<file path="src/rtl/pc_flags_restorer_pkg.sv">
// -----------------------------------------------------------------------------
// pc_flags_restorer_pkg
// Shared definitions for the return-context restore (pop) path and the
// matching push-side selection logic:
//   - default stack word width and architectural flag count
//   - the restore FSM state encoding
//   - a small decode helper telling whether a state issues a stack read
// -----------------------------------------------------------------------------
package pc_flags_restorer_pkg;

  localparam int DATA_WIDTH_DEF = 16;
  localparam int FLAG_WIDTH_DEF = 4;

  // Pop order mirrors the push order in reverse: PC low, PC high, flags.
  typedef enum logic [2:0] {
    IDLE      = 3'd0,
    POP_LOW   = 3'd1,
    POP_HIGH  = 3'd2,
    POP_FLAGS = 3'd3,
    DONE      = 3'd4
  } restoreState_e;

  // True for every state that holds a stack read request open.
  function automatic logic isPopState(input restoreState_e s);
    return (s == POP_LOW) || (s == POP_HIGH) || (s == POP_FLAGS);
  endfunction

endpackage : pc_flags_restorer_pkg

</file>
<file path="src/rtl/pc_flags_restorer_if.sv">
// -----------------------------------------------------------------------------
// pc_flags_restorer_if
// Stack read port between the restore FSM and data memory / SP unit.
//   memReadReq   : read request, held high until accepted
//   memReadValid : read data valid; accepts the current request
//   memReadData  : stack word returned by memory
//   spInc        : one pulse per accepted word; SP post-increments
// Modports:
//   master : the restorer (drives memReadReq, spInc)
//   slave  : memory / SP side (drives memReadValid, memReadData)
// -----------------------------------------------------------------------------
interface pc_flags_restorer_if
  import pc_flags_restorer_pkg::*;
#(
  parameter int DATA_WIDTH = DATA_WIDTH_DEF
) ();

  logic                  memReadReq;
  logic                  memReadValid;
  logic [DATA_WIDTH-1:0] memReadData;
  logic                  spInc;

  modport master (
    output memReadReq,
    output spInc,
    input  memReadValid,
    input  memReadData
  );

  modport slave (
    input  memReadReq,
    input  spInc,
    output memReadValid,
    output memReadData
  );

endinterface : pc_flags_restorer_if

</file>
<file path="src/rtl/pc_flags_restorer.sv">
// -----------------------------------------------------------------------------
// pc_flags_restorer
// Pops a saved return context off the data-memory stack on RET / RTI.
// Reads PC low, PC high and (RTI only) the flags word, reassembles the 32-bit
// PC, then pulses one-cycle load strobes to fetch and the flag register.
//
// Ports:
//   clk        : rising-edge clock
//   rst_n      : asynchronous active-low reset
//   retStart   : one-cycle request to pop PC only
//   rtiStart   : one-cycle request to pop PC then flags (wins over retStart)
//   flush      : synchronous abort of an in-flight pop
//   mem        : stack read port (master side)
//   busy       : restore in progress, fetch is stalled while high
//   pcOut      : restored PC {high, low}, registered
//   pcLoad     : one-cycle strobe, fetch loads pcOut
//   flagsOut   : restored flags, registered
//   flagsLoad  : one-cycle strobe, flag register loads flagsOut
// -----------------------------------------------------------------------------
module pc_flags_restorer
  import pc_flags_restorer_pkg::*;
#(
  parameter int DATA_WIDTH = DATA_WIDTH_DEF,
  parameter int FLAG_WIDTH = FLAG_WIDTH_DEF
) (
  input  logic                    clk,
  input  logic                    rst_n,
  input  logic                    retStart,
  input  logic                    rtiStart,
  input  logic                    flush,
  pc_flags_restorer_if.master     mem,
  output logic                    busy,
  output logic [2*DATA_WIDTH-1:0] pcOut,
  output logic                    pcLoad,
  output logic [FLAG_WIDTH-1:0]   flagsOut,
  output logic                    flagsLoad
);

  restoreState_e         state;
  restoreState_e         nextState;
  logic                  isRti;
  logic [DATA_WIDTH-1:0] pcLowReg;

  logic startReq;
  logic wordAccept;
  logic readReq;
  logic spIncPulse;

  // A start in IDLE is taken even if flush is high: flush only aborts an
  // in-flight pop. flush also blocks acceptance, so no word is consumed in
  // the abort cycle.
  assign startReq   = retStart | rtiStart;
  assign wordAccept = isPopState(state) & mem.memReadValid & ~flush;

  assign mem.memReadReq = readReq;
  assign mem.spInc      = spIncPulse;

  // State register
  always_ff @(posedge clk or negedge rst_n) begin
    if (!rst_n) begin
      state <= IDLE;
    end else begin
      state <= nextState;
    end
  end

  // Next-state decode
  always_comb begin
    nextState = state;
    if (flush && (state != IDLE)) begin
      nextState = IDLE;
    end else begin
      case (state)
        IDLE: begin
          if (startReq) begin
            nextState = POP_LOW;
          end else begin
            nextState = IDLE;
          end
        end
        POP_LOW: begin
          if (mem.memReadValid) begin
            nextState = POP_HIGH;
          end else begin
            nextState = POP_LOW;
          end
        end
        POP_HIGH: begin
          if (mem.memReadValid) begin
            nextState = isRti ? POP_FLAGS : DONE;
          end else begin
            nextState = POP_HIGH;
          end
        end
        POP_FLAGS: begin
          if (mem.memReadValid) begin
            nextState = DONE;
          end else begin
            nextState = POP_FLAGS;
          end
        end
        DONE: begin
          nextState = IDLE;
        end
        default: begin
          nextState = IDLE;
        end
      endcase
    end
  end

  // Output decode: strobes come straight from state so they line up with the
  // cycle the FSM is in; a flush in DONE suppresses the loads.
  always_comb begin
    readReq    = 1'b0;
    spIncPulse = 1'b0;
    busy       = 1'b0;
    pcLoad     = 1'b0;
    flagsLoad  = 1'b0;
    case (state)
      IDLE: begin
        busy = 1'b0;
      end
      POP_LOW, POP_HIGH, POP_FLAGS: begin
        busy       = 1'b1;
        readReq    = 1'b1;
        spIncPulse = wordAccept;
      end
      DONE: begin
        busy      = 1'b1;
        pcLoad    = ~flush;
        flagsLoad = isRti & ~flush;
      end
      default: begin
        busy = 1'b1;
      end
    endcase
  end

  // Request-type latch: captured only when a start is taken in IDLE
  always_ff @(posedge clk or negedge rst_n) begin
    if (!rst_n) begin
      isRti <= 1'b0;
    end else if ((state == IDLE) && startReq) begin
      isRti <= rtiStart;
    end
  end

  // Datapath bank: each accepted word lands in the register for its slot.
  // PC halves are concatenated as-is, no offset arithmetic.
  always_ff @(posedge clk or negedge rst_n) begin
    if (!rst_n) begin
      pcLowReg <= '0;
      pcOut    <= '0;
      flagsOut <= '0;
    end else if (wordAccept) begin
      case (state)
        POP_LOW:   pcLowReg <= mem.memReadData;
        POP_HIGH:  pcOut    <= {mem.memReadData, pcLowReg};
        POP_FLAGS: flagsOut <= mem.memReadData[FLAG_WIDTH-1:0];
        default:   pcLowReg <= pcLowReg;
      endcase
    end
  end

endmodule : pc_flags_restorer

</file>
<file path="src/flat_wrapper.sv">
// flat-port wrapper written by rule: the top's interface ports become plain ports
module pc_flags_restorer_flat import pc_flags_restorer_pkg::*;
#(
  parameter int DATA_WIDTH = DATA_WIDTH_DEF,
  parameter int FLAG_WIDTH = FLAG_WIDTH_DEF
)
  (clk, rst_n, retStart, rtiStart, flush, busy, pcOut, pcLoad, flagsOut, flagsLoad, mem_memReadReq, mem_spInc, mem_memReadValid, mem_memReadData);
  pc_flags_restorer_if #(.DATA_WIDTH(DATA_WIDTH)) mem_i ();
  input  logic clk;
  input  logic rst_n;
  input  logic retStart;
  input  logic rtiStart;
  input  logic flush;
  output logic busy;
  output logic [2*DATA_WIDTH-1:0] pcOut;
  output logic pcLoad;
  output logic [FLAG_WIDTH-1:0] flagsOut;
  output logic flagsLoad;
  output wire logic [$bits(mem_i.memReadReq)-1:0] mem_memReadReq;
  output wire logic [$bits(mem_i.spInc)-1:0] mem_spInc;
  input wire logic [$bits(mem_i.memReadValid)-1:0] mem_memReadValid;
  input wire logic [$bits(mem_i.memReadData)-1:0] mem_memReadData;
  assign mem_memReadReq = mem_i.memReadReq;
  assign mem_spInc = mem_i.spInc;
  assign mem_i.memReadValid = mem_memReadValid;
  assign mem_i.memReadData = mem_memReadData;
  pc_flags_restorer #(.DATA_WIDTH(DATA_WIDTH), .FLAG_WIDTH(FLAG_WIDTH)) u_core (.clk(clk), .rst_n(rst_n), .retStart(retStart), .rtiStart(rtiStart), .flush(flush), .mem(mem_i), .busy(busy), .pcOut(pcOut), .pcLoad(pcLoad), .flagsOut(flagsOut), .flagsLoad(flagsLoad));
endmodule
</file>
<file path="config.mk">
export PLATFORM = sky130hd
export DESIGN_NAME = pc_flags_restorer_flat
export DESIGN_NICKNAME = d
export VERILOG_FILES = /design/src/rtl/pc_flags_restorer_pkg.sv /design/src/rtl/pc_flags_restorer_if.sv /design/src/rtl/pc_flags_restorer.sv /design/src/flat_wrapper.sv
export SDC_FILE = /design/constraint.sdc
export NUM_CORES = 1
export LEC_CHECK = 0
export BUFFER_PORTS_ARGS = -buffer_cell sky130_fd_sc_hd__buf_2
export CAP_MARGIN = 20
export CORE_AREA = 2 2 73 75
export DETAILED_ROUTE_END_ITERATION = 8
export DIE_AREA = 0 0 75 77
export PLACE_DENSITY_LB_ADDON = 0.12
export SETUP_SLACK_MARGIN = 0.1
export SLEW_MARGIN = 20
export SYNTH_ARGS = -nofsm -noshare
export SYNTH_HDL_FRONTEND = slang
export SYNTH_SLANG_ARGS = --single-unit
</file>
<file path="constraint.sdc">
create_clock -name clk -period 1.77 [get_ports clk]
set_clock_uncertainty 0.15 [all_clocks]
set_input_delay 0.2655 -clock clk [delete_from_list [all_inputs] [get_ports clk]]
set_output_delay 0.2655 -clock clk [all_outputs]
set_load 0.02 [all_outputs]
</file>
==> impl_results.md, run 1 <==
* CP arrival at between 1500 and 2000 ps
* GRT Util Overall at between 10% and 20%
* Place WS at 66.77 ps
* Die height at approximately 77 microns
* IO Count at 63
* Final Max Tran Viols at 0
* Core Util, Final at 59.70%
* Synth cell types at 21
* Worst R2R End: u_core.pcOut[16]
* Number of remaining DRC errors at 0
* Gr ovfl total at 0
* Port-buffer cells at 62
* Diode count at 0
* Clk sinks at 56
* Leakage power at 1.451 nW
* Net Count, Synth at 161
* Worst-margin pin slew at 317.0 ps
* Drt pass-1 iters at 3
* Type of the worst min-delay path: in -> reg
* Final ANT Viol Nets at 0
* Synth Area per Inst at 15.88 sq um
* Slew HR at 78.64%
* Vias at ~1.4k
* Clk Latency, worst-skew pair at 300 ps
* Peak supply drop at 0.0008790 V
* Outcome: complete, but fails checks
* Total die area at 0.005775 sq mm
* Worst setup EP type: register
* FF-to-FF setup slack at -100 ps
* Count of final hold-check violations at 0
* Layout area overhead at 34.64%
* # rows at 26
* Vias in the first global route at 1461
* Mapped Area at 0.002207 sq mm
* Clk buf depth at 2
* Warnings from Yosys at 0
* Worst setup SP type: register
* Synthesized-area fraction occupied by xor and xnor cells at 0%
* #FFs+latches synth at 56
* Post-Synth Simple-Gate Area at 5.896%
* CTS tree: done
* Sequential-to-total area share from yosys stat at a little under two thirds
* Final Critical Period at 1867 ps
* H-Tree Depth at 2
* Setup violators final at 34
* Initial antenna violation count at 0
* Power per cell area at 1601 mW/mm^2
* Post-Place Cell Area at 0.002630 sq mm
* Layout cells sized above 1 at 65.00%
* Routability cong. at 0.7207
* Tcrit/Tclk final at 105.5%
* CTS Buf Count at 5
* DR WL/cell at approximately 15 microns
* FF-to-FF path depth at 6
* Drt initial violations at 41
* Setup Crit Path Kind: reg -> reg
* Initial Util at 44.34%
* Final instance area at 0.002972 sq mm
* Pin count of the biggest net entering global routing at 57
* Req. time, crit path at 1810 ps
* HPWL after DPL at 2760 microns
* First-pass GRT wire length at roughly 6800 microns
* Core area at 0.004977 sq mm
* Final nets at roughly 240
* Commonest non-fill, non-tap cell in the layout: buf_2
* Synth Area in Compound Gates at 1.531%
* Max cap viols at 0
* Crit path from: u_core.state[1]
* Largest family of logic cells by synthesized area: multiplexers
* Reg2Reg Launch Point: u_core.state[1]
* RSZ-0062 raised after global routing: true
* Synth Area in Adders at 0%
* Setup total negative slack at -2360 ps
* Maximum fanout along the worst path at 8
* Cell count after synthesis at between 100 and 150
* Via/cell ratio at approximately 4.9
* Clock slew seen by the registers of the worst setup and hold paths at roughly 100 ps
* Mux share of post-synthesis cell area at 26.53%
* Root buffer cell: clkbuf_8
* Failing checks: negative setup slack
* PnR worst setup slack at -96.76 ps
* Most frequent cells in the layout: 58 x buf_2, 55 x dfrtp_1, 43 x mux2_2
* Routed wire length at 4412 microns
* Critical Path End: u_core.pcOut[16]
* Max frequency at 535.7 MHz
* Die width at between 70 and 80 microns
## worst min path at each step
stage                   startpoint  cells past startpoint                   to  slack, ps
5_1_grt        mem_memReadData[10]                      2  u_core.pcLowReg[10]         30
3_3_place_gp                 rst_n                      2         u_core.isRti        130
4_1_cts        mem_memReadData[12]                      2     u_core.pcOut[28]         30
2_1_floorplan                rst_n                      0   u_core.flagsOut[0]       -180
3_5_place_dp                 rst_n                      2         u_core.isRti        130
6_report       mem_memReadData[12]                      2     u_core.pcOut[28]         40
## power by group
group / switching [W] / internal, W
clock network: 0.000387 / 0.000419
logic: 0.000981 / 0.000890
registers: 0.000264 / 0.00182
total: 0.00163 / 0.00313
## metrics by stage
stage / total power (W) / std cells / hold WS, ps
3_3_place_gp: 0.003687 / 271 / 128.4
2_1_floorplan: 0.003163 / 139 / -180.1
5_1_grt: 0.005035 / 290 / 29.28
3_5_place_dp: 0.003764 / 271 / 134.2
4_1_cts: 0.004707 / 284 / 32.49
6_report: 0.004758 / 290 / 40.73
## flip-flops by register name (all words and copies together) (netlist names)
register,cells
u_core.pcLowReg,16
u_core.flagsOut,4
u_core.state,3
u_core.isRti,1
u_core.pcOut,32
## layer usage
| metal | up-vias | routed length, microns | global-route usage [%] |
|---|---|---|---|
| li1 | 653 | - | - |
| met1 | 712 | 1830 | 17.89 |
| met2 | 39 | 2310 | 26.14 |
| met3 | 4 | 233 | 5.650 |
| met4 | 0 | 38 | 4.821 |
| met5 | - | 0 | 0 |
## synth_stat cells, drive strengths merged
library cell / instances / share of area, %
nor4b: 1 / 0.40
dfrtp: 56 / 63
buf: 4 / 2.0
nand4: 1 / 0.28
mux2: 52 / 27
nor4: 3 / 1.5
and2: 1 / 0.28
and2b: 1 / 0.34
nand3: 1 / 0.79
inv: 3 / 0.51
nor2: 4 / 0.68
or3b: 1 / 0.40
or3: 1 / 0.28
o21ai: 4 / 0.91
nor2b: 1 / 0.28
a21boi: 1 / 0.34
a31oi: 1 / 0.28
nand2: 3 / 0.62
## what timing repair did
action,in CTS,in global routing
cloned,0,4
hold endpoints to repair,56,0
buffers inserted,4,3
pin swaps,5,6
resized for setup,15,12
endpoints found under the setup margin,57,54
hold buffers,1,0
## worst max-delay path, stage by stage (launching register included)
cell and delay [ps]:
dfrtp_1 390, buf_4 140, nand2_2 80, nor4_4 310
buf_6 190, clkbuf_16 160, mux2_2 330
## layout make-up
type / count / area, sq um
Sequential cell: 56 / 1403
Multi-Input combinational cell: 77 / 844.6
Clock buffer: 5 / 68.82
Timing Repair Buffer: 76 / 514.2
Inverter: 3 / 11.26
Clock inverter: 3 / 42.54
Fill cell: 406 / 2006
Tap cell: 70 / 87.58
## cell families (layout without fill, tap and decap cells)
logic type	count (synthesis)	count (layout)
DFF	56	56
and+or+nand+nor	18	19
muxes	52	52
AOI/OAI and AO/OA	6	6
buffers and inverters	7	87
Power figures use the tool's default switching activity.
==> inputs of run 2 (changes only) <==
--- a/config.mk
+++ b/config.mk
@@ -5,6 +5,7 @@
 export SDC_FILE = /design/constraint.sdc
 export NUM_CORES = 1
 export LEC_CHECK = 0
+export ABC_AREA = 1
 export BUFFER_PORTS_ARGS = -buffer_cell sky130_fd_sc_hd__buf_2
 export CAP_MARGIN = 20
 export CORE_AREA = 2 2 73 75
==> constraint.sdc (replaced) <==
create_clock -name clk -period 2.05 [get_ports clk]
set_clock_uncertainty 0.15 [all_clocks]
set_input_delay 0.3075 -clock clk [delete_from_list [all_inputs] [get_ports clk]]
set_output_delay 0.3075 -clock clk [all_outputs]
set_load 0.02 [all_outputs]
==> run 2 against run 1 <==
  * The run now ends clean
  * Global-route usage increased by 0.85 points
  * Utilization is 1.3 points higher
  * Die area unchanged
  * Largest power group is now combinational logic
==> impl_results.md, run 2 <==
* Area contributors post-synth: dfrtp_1 55%, o21ai_2 17%, nand2_2 6.9%
* Final nets at 333 (+38%)
* Type of the worst min-delay path: in -> reg
* First-pass GRT wire length at 7507 microns (+11%)
* Sequential-to-total area share from yosys stat at 55.09% (-8.4 points)
* Max cap viols at 0 (unchanged)
* Layout area overhead at 19.33%
* DR WL/cell at 11.06 microns (-27%)
* Cells after DPL at 373 (+38%)
* Commonest non-fill, non-tap cell in the layout: buf_2
* H-Tree Depth at 2 (unchanged)
* Gr ovfl total at 0 (unchanged)
* FF-to-FF setup slack at 460 ps (+560 ps)
* Final Critical Period at between 1500 and 2000 ps
* PnR worst setup slack at 260.3 ps (+357.0 ps)
* Clk sinks at 56 (unchanged)
* Worst setup EP type: output pin
* Setup Crit Path Kind: reg -> out
* Setup bufs post-CTS at 0 (-4)
* HPWL after DPL at 3090 microns (+12%)
* Max frequency at 558.7 MHz
* Slew HR at 67.82% (-11 points)
* Place WS at 469.7 ps (+402.9 ps)
* Drt initial violations at 69 (+68%)
* Vias in the first global route at 1709 (+17%)
* Largest registers: u_core.pcOut (32), u_core.pcLowReg (16), u_core.flagsOut (4)
* Cell count after synthesis at 245 (+76%)
* Max stage delay on crit path at 430 ps (+40 ps)
* Leakage power at 1.619 nW (+12%)
* Total die area at 0.005775 sq mm (unchanged)
* Core Util, Final at 60.99% (+1.3 points)
* Port-buffer cells at 62 (unchanged)
* Main flop type after synthesis: dfrtp_1
* Initial Util at 51.11% (+6.8 points)
* Top reg by flops: u_core.pcOut
* Number of remaining DRC errors at 0 (unchanged)
* Clk Latency, worst-skew pair at 300 ps (about the same)
* Setup total negative slack at 0 ps (+2360 ps)
* Outcome: finished, final reports clean
* Most frequent cell after synthesis: dfrtp_1
* Final Max Tran Viols at 0 (unchanged)
* Post-synth EDFFs at 0 (unchanged)
* Total power at 0.004595 W (-3.4%)
* Via/cell ratio at 4.505 (-7.2%)
* GRT Util Overall at 16.31% (+0.85 points)
* Clock slew seen by the registers of the worst setup and hold paths at 100 ps (about the same)
* Crit path buf inv count at 1 (-2)
* Worst setup SP type: register
* Root buffer cell: clkbuf_8
* Non-Filler Instances at 382 (+32%)
* Layout cells sized above 1 at 50.96% (-14 points)
* Synth Area per Inst at 10.38 sq um (-35%)
* Post-synth ARST share at 100.0% (unchanged)
* CP arrival at 1330 ps (-570 ps)
* CTS Buf Count at 5 (unchanged)
* IO Count at 63 (unchanged)
* Req. time, crit path at 1590 ps (-220 ps)
* Count of final hold-check violations at 0 (unchanged)
* Pin count of the biggest net entering global routing at 38 (-33%)
* Top cell type's share of synthesized area at 55.09% (-8.4 points)
* CTS tree: done
* Maximum fanout along the worst path at 7 (-1)
* Vias at 1721 (+22%)
* Most frequent cells in the layout: 62 x buf_2, 56 x dfrtp_1, 48 x o21ai_2
* Die height at 77 microns (unchanged)
* RSZ-0062 raised after global routing: false
* Die width at 75 microns (unchanged)
* Routed wire length at 4225 microns (-4.2%)
* #FFs+latches synth at 56 (unchanged)
* Diode count at 0 (unchanged)
* Mapped Area at 0.002544 sq mm (+15%)
* Post-synth top cells: 56 x dfrtp_1, 48 x o21ai_2, 39 x inv_1
* Synth area leader: dfrtp_1
* Worst-margin pin slew at 482.7 ps (+165.7 ps)
* CP max stage cell: dfrtp_1
* CP delay by family, top: simple AND/OR/NAND/NOR gates
* Peak supply drop at 0.0006673 V (-24%)
* Clk buf depth at 2 (unchanged)
* Core area at 0.004977 sq mm (unchanged)
* Routability cong. at 0.7779 (+7.9%)
* Power per cell area at 1514 mW/mm^2 (-5.5%)
* Initial antenna violation count at 0 (unchanged)
* Synth cell types at 16 (-24%)
* Cells along the critical path: nor2_2 -> nand2_1 -> nor2_1 -> buf_2
* Final ANT Viol Nets at 0 (unchanged)
* Drt pass-1 iters at 4 (+1)
* Max FFs per register at 32 (unchanged)
* Net Count, Synth at 267 (+66%)
* Warnings from Yosys at 0 (unchanged)
* Tcrit/Tclk final at 87.30%
* Setup violators final at 0 (-100%)
* # rows at 26 (unchanged)
[run 2: changes by cell type after synthesis, moves of 2 or more]
cell,previous run,this run
o21ai_2,0,48
mux2_2,45,0
inv_1,3,39
nand2_1,2,37
nand2_2,1,28
mux2_1,7,0
buf_6,4,9
nor2_1,4,8
o21ai_0,4,8
inv_2,0,2
nand3_1,0,2
nor2_2,0,2
nor2_4,0,2
nor4_1,2,0
[run 2: layout make-up]
class	instances	area [sq um]
Tap cell	70	87.58
Clock inverter	2	35.03
Fill cell	444	1942
Multi-Input combinational cell	139	889.6
Clock buffer	6	72.57
Inverter	41	153.9
Timing Repair Buffer	68	395.4
Sequential cell	56	1401
[run 2: cells by family (layout without fill, tap and decap cells)]
kind of cell	after synthesis	in the layout	share of synthesized area [%]
flip-flops	56	56	55.09
AO/OA/AOI/OAI	57	57	18.30
AND/OR/NAND/NOR	82	82	16.58
buffers and inverters	50	117	10.03
[run 2: stage by stage]
| step | area [sq um] | hold WS (ps) |
|---|---|---|
| after global placement | 2915 | 147.5 |
| after CTS | 3033 | 71.86 |
| after detailed placement | 2915 | 146.2 |
| after global routing | 3035 | 82.92 |
| final | 3035 | 75.08 |
| after floorplan | 2544 | -138.1 |
[run 2: layer usage]
layer  vias up  GRT usage, %  share of wire [%]
li1        892             -                  -
met1       783         21.71                 46
met2        42         26.67                 48
met3         4         3.417                5.1
met4         0         4.464               0.92
met5         -             0                  0
[run 2: power breakdown]
part           internal (W)  switching (W)
registers           0.00161       0.000310
clock network      0.000363       0.000340
logic              0.000745        0.00122
[run 2: worst register-to-register path: stages, from the launching register on]
cell	delay, ps
dfrtp_1	480
nor2_4	180
nand3_4	250
buf_12	280
nand2_1	100
o21ai_2	50
[run 2: worst paths after layout]
| check | from | end | cells after the start |
|---|---|---|---|
| min in group asynchronous | rst_n | u_core.pcOut[20] | 2 |
| worst max-delay path | u_core.state[1] | pcLoad | 4 |
| worst min-delay path | mem_memReadData[0] | u_core.flagsOut[0] | 3 |
| worst max register to register | u_core.state[2] | u_core.pcOut[31] | 5 |
| worst min register to register | u_core.pcOut[24] | u_core.pcOut[24] | 2 |
| max in group asynchronous | rst_n | u_core.pcOut[3] | 3 |
[run 2: repair_timing]
item | 4_1_cts | 5_1_grt
endpoints found under the hold margin | 19 | 0
resized for setup | 0 | 1
hold buffers | 1 | 0
setup endpoints to repair | 0 | 2
==> inputs of run 3 (changes only) <==
--- a/config.mk
+++ b/config.mk
@@ -11,6 +11,8 @@
 export CORE_AREA = 2 2 73 75
 export DETAILED_ROUTE_END_ITERATION = 8
 export DIE_AREA = 0 0 75 77
+export GPL_ROUTABILITY_DRIVEN = 0
+export MAX_ROUTING_LAYER = met4
 export PLACE_DENSITY_LB_ADDON = 0.12
 export SETUP_SLACK_MARGIN = 0.1
 export SLEW_MARGIN = 20
==> run 3 against run 2 <==
  * Wire length rose by 0.14%
  * Count of clock-buffer cells in the layout did not move
  * Sequential power barely moved
  * Die area did not move
  * Power barely moved
  * Clock power barely moved
  * Critical path type unchanged
  * Worst setup slack barely moved
  * Sequential cell count did not move
  * First-iteration DRC count did not move
==> impl_results.md, run 3 (synthesized netlist as in run 2, its figures left out) <==
* Outcome: finished, final reports clean
* Req. time, crit path at 1590 ps (about the same)
* Max FFs per register at 32 (unchanged)
* Final ANT Viol Nets at 0 (unchanged)
* Tcrit/Tclk final at 87.31% (about the same)
* Post-Place Cell Area at 0.002915 sq mm (unchanged)
* Clock slew seen by the registers of the worst setup and hold paths at 100 ps (about the same)
* Diode count at 0 (unchanged)
* Routed wire length at 4231 microns (+0.14%)
* Setup total negative slack at 0 ps (unchanged)
* Gr ovfl total at 0 (unchanged)
* Vias in the first global route at 1709 (unchanged)
* Die width at 75 microns (unchanged)
* RSZ-0062 raised after global routing: false
* Total die area at 0.005775 sq mm (unchanged)
* Vias at 1719 (-0.12%)
* Layout area overhead at 19.33% (unchanged)
* Total power at 0.004596 W (about the same)
* GRT Util Overall at 16.76% (+0.45 points)
* HPWL after DPL at 3090 microns (unchanged)
* P_sw at 0.001874 W (about the same)
* IO Count at 63 (unchanged)
* Register area at 0.001401 sq mm (unchanged)
* Number of remaining DRC errors at 0 (unchanged)
* First-pass GRT wire length at 7507 microns (unchanged)
* Power per cell area at 1514 mW/mm^2 (about the same)
* Worst setup EP type: output pin
* Final Critical Period at 1790 ps (+0.1540 ps)
* # rows at 26 (unchanged)
* Initial antenna violation count at 0 (unchanged)
* Setup violators final at 0 (unchanged)
* Filler cell count at 444 (unchanged)
* Max frequency at 558.7 MHz (about the same)
* Drt pass-1 iters at 4 (unchanged)
* Final Max Tran Viols at 0 (unchanged)
* Die height at 77 microns (unchanged)
* Comb pwr share at 42.8% (about the same)
* Root buffer cell: clkbuf_8
* Slew HR at 67.76% (about the same)
* Count of final hold-check violations at 0 (unchanged)
* Via/cell ratio at 4.500 (-0.12%)
* Worst-margin pin slew at 483.7 ps (+0.9557 ps)
* CTS Buf Count at 5 (unchanged)
* CTS tree: done
* Clk buf depth at 2 (unchanged)
* CP arrival at 1330 ps (about the same)
* Clock power frac at 15.3% (about the same)
* Core area at 0.004977 sq mm (unchanged)
* Switching share of power at 40.78% (about the same)
* Commonest non-fill, non-tap cell in the layout: buf_2
* Pin count of the biggest net entering global routing at 38 (unchanged)
* Maximum fanout along the worst path at 7 (unchanged)
* Top reg by flops: u_core.pcOut
* Layout cells sized above 1 at 50.96% (unchanged)
* Footprint of the multi-input gates at 889.6 sq um (unchanged)
* H-Tree Depth at 2 (unchanged)
* Worst Hold Slack at 78.81 ps (+3.728 ps)
* P_int at 0.002722 W (unchanged)
* Initial Util at 51.11% (unchanged)
* Peak supply drop at 0.0006674 V (about the same)
* Setup Crit Path Kind: reg -> out
* Most frequent cells in the layout: 62 x buf_2, 56 x dfrtp_1, 48 x o21ai_2
* DR WL/cell at 11.08 microns (+0.14%)
* Final nets at 333 (unchanged)
* Port-buffer cells at 62 (unchanged)
* Drt initial violations at 69 (unchanged)
* Final instance area at 0.003035 sq mm (unchanged)
* Worst setup SP type: register
* Seq pwr share at 41.9% (about the same)
* Clk sinks at 56 (unchanged)
* Leakage power at 1.619 nW (unchanged)
* Type of the worst min-delay path: in -> reg
* Largest registers: u_core.pcOut (32), u_core.pcLowReg (16), u_core.flagsOut (4)
* Clk Latency, worst-skew pair at 300 ps (about the same)
* Max cap viols at 0 (unchanged)
run 3: cell counts in the layout (fill, tap and decap cells not counted):
No cell type changed its count.
run 3: area by class of cell:
cell class	instances	area share, %
Clock buffer	6	2.391
Clock inverter	2	1.154
Timing Repair Buffer	68	13.03
Sequential cell	56	46.17
Multi-Input combinational cell	139	29.31
Tap cell	70	2.885
Inverter	41	5.070
run 3: per-stage QoR:
stage / setup slack [ps] / utilization (%) / std cells
3_5_place_dp: 469.7 / 58.57 / 373
6_report: 260.1 / 60.99 / 382
5_1_grt: 152.9 / 60.99 / 382
3_3_place_gp: 460.0 / 58.57 / 373
2_1_floorplan: 517.4 / - / 245
4_1_cts: 140.5 / 60.94 / 382
run 3: worst max-delay path, stage by stage, from the launching register on:
cell and delay [ps]:
dfrtp_1 430, nor2_2 240, nand2_1 110, nor2_1 90
buf_2 160
run 3: per-layer routing:
metal	share of wire, %	vias to the layer above	track usage, %	wire, microns
met2	48	42	26.67	2032
met4	0.92	0	4.464	39
met1	47	781	22.05	1979
met5	0	-	-	0
met3	4.3	4	2.891	181
li1	-	892	-	-
run 3: power groups by stage:
stage          sequential [W]  combinational, W  clock [W]
6_report              0.00192           0.00197   0.000704
5_1_grt               0.00200           0.00219   0.000760
4_1_cts               0.00193           0.00200   0.000726
3_5_place_dp          0.00194           0.00200          0
3_3_place_gp          0.00194           0.00196          0
2_1_floorplan         0.00234           0.00103          0
run 3: path summary, 6_finish.rpt:
kind / cells after the start / from / slack (ps) / endpoint
max in group asynchronous: 3 / rst_n / 850 / u_core.pcOut[3]
min in group asynchronous: 2 / rst_n / 340 / u_core.pcOut[20]
worst min-delay path: 3 / mem_memReadData[1] / 80 / u_core.flagsOut[1]
worst max register to register: 5 / u_core.state[2] / 460 / u_core.pcOut[31]
worst min register to register: 2 / u_core.pcOut[24] / 330 / u_core.pcOut[24]
worst max-delay path: 4 / u_core.state[1] / 260 / pcLoad
run 3: what timing repair did:
| item | in CTS | in global routing |
|---|---|---|
| setup buffers | 0 | 0 |
| hold buffers | 1 | 0 |
| endpoints found under the hold margin | 19 | 0 |
| endpoints found under the setup margin | 0 | 2 |
| gates resized for setup | 0 | 1 |
